--- src/rtl/csi2_packetizer.sv ---
// csi2_packetizer: RAW10 pixel stream to CSI-2 byte-level packet signals.
// Ports: clock_in/reset_n_in; frame_valid_in, x_size_in, pixel_* handshake in;
// payload_out/payload_en_out, sp_en_out, lp_av_en_out, dt_out, wc_out,
// crc_out/crc_valid_out, abort_out out. All outputs registered.
module csi2_packetizer #(
  parameter logic [5:0] DATA_TYPE = 6'h2B,
  parameter int         LINE_GAP  = 2
) (
  input  logic        clock_in,
  input  logic        reset_n_in,
  input  logic        frame_valid_in,
  input  logic [10:0] x_size_in,
  input  logic [9:0]  pixel_data_in,
  input  logic        pixel_valid_in,
  output logic        pixel_ready_out,
  output logic [7:0]  payload_out,
  output logic        payload_en_out,
  output logic        sp_en_out,
  output logic        lp_av_en_out,
  output logic [5:0]  dt_out,
  output logic [15:0] wc_out,
  output logic [15:0] crc_out,
  output logic        crc_valid_out,
  output logic        abort_out
);

  localparam logic [2:0] S_IDLE      = 3'd0;
  localparam logic [2:0] S_FS        = 3'd1;
  localparam logic [2:0] S_LINE_WAIT = 3'd2;
  localparam logic [2:0] S_HEADER    = 3'd3;
  localparam logic [2:0] S_PAYLOAD   = 3'd4;
  localparam logic [2:0] S_CRC       = 3'd5;
  localparam logic [2:0] S_GAP       = 3'd6;
  localparam logic [2:0] S_FE        = 3'd7;

  localparam logic [3:0] GAP_LAST = 4'(LINE_GAP - 1);

  // Slot 5 is the cycle the last LSB byte is on the bus;
  // slot 6 is the cycle abort_out is shown, FE follows.
  localparam logic [2:0] SLOT_LSB   = 3'd4;
  localparam logic [2:0] SLOT_TAIL  = 3'd5;
  localparam logic [2:0] SLOT_ABORT = 3'd6;

  logic [2:0]  state;
  logic [8:0]  groups;
  logic [8:0]  grp_cnt;
  logic [2:0]  slot;
  logic [7:0]  lsb;
  logic [15:0] crc;
  logic [15:0] frame_number;
  logic [3:0]  gap_cnt;

  logic        accept;
  logic        last_grp;
  logic [7:0]  msb;
  logic [11:0] wc_line;
  logic        unused;

  assign accept   = pixel_valid_in & pixel_ready_out;
  assign last_grp = (grp_cnt == groups - 9'd1);
  assign msb      = pixel_data_in[9:2];
  assign wc_line  = {3'd0, groups} * 12'd5;
  assign unused   = ^x_size_in[1:0];

  function automatic logic [15:0] crc_byte(
    input logic [15:0] c,
    input logic [7:0]  d
  );
    logic [15:0] r;
    r = c;
    for (int i = 0; i < 8; i++) begin
      if (r[0] ^ d[i]) r = (r >> 1) ^ 16'h8408;
      else             r = r >> 1;
    end
    return r;
  endfunction

  always_ff @(posedge clock_in or negedge reset_n_in) begin
    if (!reset_n_in) begin
      state           <= S_IDLE;
      groups          <= '0;
      grp_cnt         <= '0;
      slot            <= '0;
      lsb             <= '0;
      crc             <= 16'hFFFF;
      frame_number    <= 16'd1;
      gap_cnt         <= '0;
      pixel_ready_out <= 1'b0;
      payload_out     <= '0;
      payload_en_out  <= 1'b0;
      sp_en_out       <= 1'b0;
      lp_av_en_out    <= 1'b0;
      dt_out          <= '0;
      wc_out          <= '0;
      crc_out         <= '0;
      crc_valid_out   <= 1'b0;
      abort_out       <= 1'b0;
    end else begin
      sp_en_out      <= 1'b0;
      lp_av_en_out   <= 1'b0;
      payload_en_out <= 1'b0;
      crc_valid_out  <= 1'b0;
      abort_out      <= 1'b0;
      unique case (state)
        S_IDLE: begin
          if (frame_valid_in) begin
            groups    <= x_size_in[10:2];
            sp_en_out <= 1'b1;
            dt_out    <= 6'h00;
            wc_out    <= frame_number;
            state     <= S_FS;
          end
        end
        S_FS: state <= S_LINE_WAIT;
        S_LINE_WAIT: begin
          if (!frame_valid_in) begin
            sp_en_out <= 1'b1;
            dt_out    <= 6'h01;
            wc_out    <= frame_number;
            state     <= S_FE;
          end else if (pixel_valid_in) begin
            lp_av_en_out <= 1'b1;
            dt_out       <= DATA_TYPE;
            wc_out       <= {4'd0, wc_line};
            crc          <= 16'hFFFF;
            state        <= S_HEADER;
          end
        end
        S_HEADER: begin
          slot    <= '0;
          grp_cnt <= '0;
          if (groups == 9'd0) begin
            crc_valid_out <= 1'b1;
            crc_out       <= crc;
            state         <= S_CRC;
          end else begin
            pixel_ready_out <= 1'b1;
            state           <= S_PAYLOAD;
          end
        end
        S_PAYLOAD: begin
          if (slot <= SLOT_LSB && !frame_valid_in) begin
            abort_out       <= 1'b1;
            pixel_ready_out <= 1'b0;
            slot            <= SLOT_ABORT;
          end else begin
            case (slot)
              3'd0, 3'd1, 3'd2, 3'd3: begin
                if (accept) begin
                  payload_out    <= msb;
                  payload_en_out <= 1'b1;
                  crc            <= crc_byte(crc, msb);
                  lsb[{slot[1:0], 1'b0} +: 2] <= pixel_data_in[1:0];
                  if (slot == 3'd3) pixel_ready_out <= 1'b0;
                  slot <= slot + 3'd1;
                end
              end
              SLOT_LSB: begin
                payload_out    <= lsb;
                payload_en_out <= 1'b1;
                crc            <= crc_byte(crc, lsb);
                if (last_grp) begin
                  slot <= SLOT_TAIL;
                end else begin
                  grp_cnt         <= grp_cnt + 9'd1;
                  slot            <= 3'd0;
                  pixel_ready_out <= 1'b1;
                end
              end
              SLOT_TAIL: begin
                crc_valid_out <= 1'b1;
                crc_out       <= crc;
                state         <= S_CRC;
              end
              SLOT_ABORT: begin
                sp_en_out <= 1'b1;
                dt_out    <= 6'h01;
                wc_out    <= frame_number;
                state     <= S_FE;
              end
              default: slot <= 3'd0;
            endcase
          end
        end
        S_CRC: begin
          gap_cnt <= '0;
          state   <= S_GAP;
        end
        S_GAP: begin
          if (gap_cnt == GAP_LAST) state <= S_LINE_WAIT;
          else gap_cnt <= gap_cnt + 4'd1;
        end
        S_FE: begin
          frame_number <= (frame_number == 16'hFFFF) ?
                          16'd1 : frame_number + 16'd1;
          state        <= S_IDLE;
        end
      endcase
    end
  end

endmodule

--- config.mk ---
export PLATFORM = sky130hd
export DESIGN_NAME = csi2_packetizer
export DESIGN_NICKNAME = d
export VERILOG_FILES = /design/src/rtl/csi2_packetizer.sv
export SDC_FILE = /design/constraint.sdc
export NUM_CORES = 1
export LEC_CHECK = 0
export BUFFER_PORTS_ARGS = -buffer_cell sky130_fd_sc_hd__buf_2
export CORE_ASPECT_RATIO = 1.1
export CORE_MARGIN = 5
export CORE_UTILIZATION = 49
export DETAILED_ROUTE_END_ITERATION = 8
export GPL_ROUTABILITY_DRIVEN = 0
export PLACE_DENSITY = 0.71
export SYNTH_ARGS = -nofsm -noshare
export SYNTH_HDL_FRONTEND = slang
export SYNTH_SLANG_ARGS = --single-unit
--- constraint.sdc ---
create_clock -name clock_in -period 3.7 [get_ports clock_in]
set_clock_uncertainty 0.05 [all_clocks]
set_input_delay 0.74 -clock clock_in [delete_from_list [all_inputs] [get_ports clock_in]]
set_output_delay 0.74 -clock clock_in [all_outputs]
set_load 0.02 [all_outputs]
==> results of run 1 <==
-- per-layer routing --
metal,part of all wire [%],up-vias
li1,-,2408
met1,44,2545
met2,50,121
met3,4.5,25
met4,1.9,0
met5,0,-
-- state kept, by name, indices dropped and copies added, names as in the netlist, 3 cells and up --
name / cells
wc_out: 16
lsb: 8
crc_out: 16
grp_cnt: 9
state: 3
gap_cnt: 4
groups: 9
slot: 3
frame_number: 16
crc: 16
payload_out: 8
-- worst paths after layout --
check	slack, ns	cells past startpoint	to
min in group clock_in	0.43	1	crc_out[6]$_DFFE_PN0P_
worst min-delay path	0.31	1	state[0]$_DFFE_PN0P_
max in group asynchronous	2.37	2	lsb[4]$_DFFE_PN0P_
worst max register to register	0.54	8	slot[0]$_DFFE_PN0P_
worst min register to register	0.43	1	crc_out[6]$_DFFE_PN0P_
worst max-delay path	0.54	8	slot[0]$_DFFE_PN0P_
-- cell families after synthesis --
family,share of synthesized area [%]
AO/OA/AOI/OAI,13.1
XOR/XNOR,9.66
adder cells (fa/ha/maj),5.37
buffers and inverters,3.27
flip-flops,45.4
multiplexers,7.47
other,0.0583
AND/OR/NAND/NOR,15.6
-- power by group through the flow --
stage	clock, uW	sequential [uW]	combinational, uW
after floorplan	0	2180	1990
after global placement	0	2110	2710
after detailed placement	0	2120	2810
after CTS	1690	2110	2840
after global routing	1750	2180	3150
final	1670	2110	2830
-- per-stage QoR --
stage | area [um2] | total power [uW] | utilization (%) | setup slack, ns
floorplan | 6440 | 4180 | - | 0.644
finish | 7520 | 6620 | 57.7 | 0.539
detailed placement | 6920 | 4930 | 53.0 | 0.553
global route | 7520 | 7080 | 57.7 | 0.353
global placement | 6920 | 4810 | 53.0 | 0.655
CTS | 7520 | 6640 | 57.7 | 0.526
-- cell usage after synthesis, types with 12 or more instances --
cell       n  area, um2
nor2_1    65        244
a21oi_1   42        210
inv_1     16       60.1
xnor2_1   44        385
dfstp_2   17        447
nand3_1   18       90.1
nor3_1    15       75.1
xor2_1    27        236
clkbuf_1  23       86.3
ha_1      26        325
nand2_1   58        218
o21ai_0   20        100
mux2_2    30        338
dfrtp_1   99       2480
mux2i_1   12        120
-- layout make-up --
cell class	instances	area share [%]
Tap cell	161	2.68
Multi-Input combinational cell	485	43.9
Clock inverter	12	2.08
Timing Repair Buffer	81	5.72
Inverter	16	0.798
Sequential cell	116	38.9
Clock buffer	20	5.94
==> impl_metrics.csv, run 1 <==
group,metric,value,unit
run_status,status,"complete, no violations",
power_and_ir_drop,peakVddDrop,0.388,mV
sta,whs,0.307,ns
sta,layout_min_cycle_time,3.16,ns
finish,num-fill-cells,1118,
clock_network,clk_pin_slew,0.06,ns
floorplanning,rows,44,
detailed_routing,via_per_inst,5.72,
placement,dp_hpwl,10700,um
sta,rsz0062_at_grt,"no",
critical_path,worstPathArrival,3.43,ns
placement,portBuffers,72,
sta,fin_tns_setup,0,ns
grt,grt.overflow.total,0,
finish,nets,769,
clock_network,cts-root-buf,"clkbuf_16",
floorplanning,initial_core_util,49.3,%
synthesis,syn_area_per_cell,9.93,um2
clock_network,htreeDepth,4,
detailed_routing,drt_iter0_drc,356,
floorplanning,die_y,130,um
grt,grt_max_degree,54,
detailed_routing,wire_per_inst,16.6,um
worst_hold_path,hold_class,"primary input to async pin",
synthesis,synthCells,648,
sta,fmax,316,MHz
detailed_routing,drt_wl_total,14800,um
power_and_ir_drop,netSwitchingFraction,40.4,%
critical_path,critical_path.max_fanout,16,
power_and_ir_drop,p_sw,2680,uW
floorplanning,die_w,119,um
power_and_ir_drop,p_per_area,880,nW/um2
grt,grtUsageMet3,4.46,%
synthesis,synth_seq_cells,116,
power_and_ir_drop,clock_power_share,25.2,%
finish,ff_latch_area,2920,um2
detailed_routing,vias,5099,
sta,slew_viol_final,0,
critical_path,cp_slowest_cell,"or4b_1",
grt,grt_pass1_wl,24900,um
floorplanning,die-area,15500,um2
synthesis,synthFlopType,"dfrtp_1",
critical_path,critPathTopFamily,"simple AND/OR/NAND/NOR gates",
clock_network,cts.path.max_buffers,2,
synthesis,yosysUniqueCellTypes,60,
detailed_routing,first_pass_iters,4,
clock_network,cts-resized-gates,0,
critical_path,cp-start-kind,"register",
placement,post-place-cells,859,
sta,relSlewSlack,41.9,%
critical_path,critical_path_required,3.97,ns
synthesis,seq_area_frac_synth,45.4,%
critical_path,critPathBufInv,1,
power_and_ir_drop,power_frac_seq,31.9,%
clock_network,cts_buffers,17,
clock_network,cts_setup_buffers,0,
grt,antenna_found_initial,0,
grt,grt_util_met2,34.0,%
floorplanning,coreArea,13000,um2
run,maxCapViolCount,0,
grt,grt_pass1_vias,5049,
critical_path,criticalPathCategory,"register to register",
critical_path,crit_path_end_kind,"register",
detailed_routing,drc,0,
finish,layout_common_cells,"99 x dfrtp_1, 71 x buf_2, 65 x nor2_1",
critical_path,r2r-start,"groups[1]$_DFFE_PN0P_",
sta,post-route-period-util,85.4,%
finish,synthToLayoutAreaGrowth,16.9,%
sta,worst_slew_pin_slew,0.868,ns
synthesis,async_flop_share,100,%
power_and_ir_drop,p_leak,0.00351,uW
synthesis,syn_area,6430,um2
grt,gr-usage-all-layers,19.9,%
sta,setup_violations,0,
sta,report.final.hold_viol_count,0,
power_and_ir_drop,cell_internal_pwr,3940,uW
finish,final_common_cell,"dfrtp_1",
critical_path,path_cells,"inv_1, ha_1, or4b_1, or4_1, a222oi_1, o211a_4, a22oi_1, o31ai_2",
finish,n_antenna_cell,0,
clock_network,cts_num_sinks,116,
finish,drive_gt1_share,22.9,%
detailed_routing,drtAntennaViolNets,0,
grt,use_met1,24.8,%
synthesis,synth-edff-count,0,
power_and_ir_drop,pwr-share-comb,42.8,%
grt,grt-busiest-layer,"met2",
critical_path,slowest_delay,0.56,ns
clock_network,clk_latency,0.41,ns
clock_network,cts_tree,"built",
finish,final_cells,891,
synthesis,ys_warn_count,0,
clock_network,postCtsHoldBufs,0,
finish,multi_input_area,3300,um2
floorplanning,io_pins,77,
critical_path,startpoint,"groups[1]$_DFFE_PN0P_",
(Power assumes the default switching activity.)
==> run 2: changes to the inputs <==
--- a/config.mk
+++ b/config.mk
@@ -5,7 +5,7 @@
 export SDC_FILE = /design/constraint.sdc
 export NUM_CORES = 1
 export LEC_CHECK = 0
-export BUFFER_PORTS_ARGS = -buffer_cell sky130_fd_sc_hd__buf_2
+export BUFFER_PORTS_ARGS = -buffer_cell sky130_fd_sc_hd__buf_4
 export CORE_ASPECT_RATIO = 1.1
 export CORE_MARGIN = 5
 export CORE_UTILIZATION = 49
==> impl_metrics.csv, run 2 (synthesis results as in run 1) <==
group,metric,value,unit
sta,report.final.hold_viol_count,0,
clock_network,clk_latency,0.42,ns
power_and_ir_drop,p_per_area,871,nW/um2
detailed_routing,drtAntennaViolNets,0,
sta,fmax,316,MHz
critical_path,startpoint,"groups[1]$_DFFE_PN0P_",
critical_path,cp_slowest_cell,"or4b_1",
clock_network,cts-resized-gates,0,
placement,portBuffers,72,
floorplanning,rows,44,
clock_network,cts.path.max_buffers,2,
placement,dp_hpwl,10700,um
critical_path,r2r-start,"groups[1]$_DFFE_PN0P_",
floorplanning,io_pins,77,
detailed_routing,drc,0,
floorplanning,die_w,119,um
detailed_routing,drt_iter0_drc,381,
grt,grt.overflow.total,0,
detailed_routing,via_per_inst,5.62,
sta,layout_min_cycle_time,3.17,ns
power_and_ir_drop,peakVddDrop,0.422,mV
grt,gr-usage-all-layers,20.0,%
detailed_routing,drt_wl_total,14900,um
critical_path,criticalPathCategory,"register to register",
clock_network,cts-root-buf,"clkbuf_16",
clock_network,clk_pin_slew,0.06,ns
critical_path,worstPathArrival,3.42,ns
critical_path,critPathTopFamily,"simple AND/OR/NAND/NOR gates",
finish,final_common_cell,"dfrtp_1",
worst_hold_path,hold_class,"primary input to async pin",
run,maxCapViolCount,0,
clock_network,postCtsHoldBufs,0,
floorplanning,die-area,15500,um2
critical_path,critPathBufInv,1,
detailed_routing,vias,4998,
grt,grt_max_degree,72,
floorplanning,initial_core_util,49.3,%
critical_path,worst_r2r_path_depth,8,
sta,worst_slew_pin_slew,0.847,ns
critical_path,critical_path_required,3.96,ns
critical_path,cp-start-kind,"register",
critical_path,crit_cells,8,
grt,grt_pass1_wl,24800,um
finish,drive_gt1_share,22.9,%
power_and_ir_drop,power.total,6710,uW
critical_path,slowest_delay,0.59,ns
run_status,status,"complete, no violations",
sta,rsz0062_at_grt,"no",
critical_path,worst-r2r-setup-slack,0.53,ns
power_and_ir_drop,p_leak,0.00354,uW
clock_network,htreeDepth,4,
sta,post-route-period-util,85.6,%
critical_path,crit_path_end_kind,"register",
finish,layout_common_cells,"99 x dfrtp_1, 79 x buf_4, 65 x nor2_1",
finish,synthToLayoutAreaGrowth,19.6,%
sta,fin_tns_setup,0,ns
clock_network,cts_num_sinks,116,
clock_network,cts_tree,"built",
clock_network,cts_setup_buffers,0,
grt,grt_pass1_vias,5032,
finish,n_antenna_cell,0,
clock_network,cts_buffers,17,
sta,setup_violations,0,
grt,antenna_found_initial,0,
critical_path,critical_path.max_fanout,16,
sta,relSlewSlack,43.4,%
sta,slew_viol_final,0,
floorplanning,die_y,130,um
detailed_routing,first_pass_iters,5,
finish,nets,768,
critical_path,critPathCapture,"grp_cnt[0]$_DFFE_PN0P_",
floorplanning,coreArea,13000,um2
critical_path,reg2reg_to,"grp_cnt[0]$_DFFE_PN0P_",
detailed_routing,wire_per_inst,16.8,um
critical_path,path_cells,"inv_1, ha_1, or4b_1, or4_1, a222oi_1, o211a_4, nor2_2, mux2_2",
run 2: worst min path at each step:
stage	depth (start not counted)	to	slack (ns)	startpoint
2_1_floorplan	0	abort_out$_DFF_PN0_	0.39	reset_n_in
3_3_place_gp	1	crc_out[6]$_DFFE_PN0P_	0.43	crc_out[6]$_DFFE_PN0P_
3_5_place_dp	1	crc_out[14]$_DFFE_PN0P_	0.43	crc_out[14]$_DFFE_PN0P_
4_1_cts	1	groups[1]$_DFFE_PN0P_	0.29	reset_n_in
5_1_grt	1	grp_cnt[4]$_DFFE_PN0P_	0.33	reset_n_in
6_report	1	groups[0]$_DFFE_PN0P_	0.28	reset_n_in
run 2: final cells by class:
cell class	count	area (um2)
clock buffers	21	470
clock inverters	11	125
fillers	1116	5350
inverters	16	60.1
multi-input cells	485	3300
flip-flops and latches	116	2920
well taps	161	201
repair buffers	80	613
run 2: layer usage:
metal  vias to the layer above  GRT usage (%)  part of all wire, %
li1                       2402              -                    -
met1                      2450           24.3                   43
met2                       124           34.0                   50
met3                        22           6.03                  5.1
met4                         0           7.36                  1.6
met5                         -              0                    0
run 2: report_power, final:
part           leakage, uW  switching (uW)  internal (uW)
sequential         0.00148             446           1680
clock             0.000278             599           1040
combinational      0.00178            1650           1280
run 2: metrics by stage:
stage                     cell area (um2)  worst slack [ns]  cells  utilization (%)  hold slack, ns
after global placement               7100             0.658    858             54.4           0.429
final                                7700             0.533    890             59.0           0.277
after global routing                 7700             0.341    890             59.0           0.325
after floorplan                      6440             0.644    649                -           0.394
after CTS                            7700             0.559    890             59.0           0.292
after detailed placement             7100             0.589    858             54.4           0.427
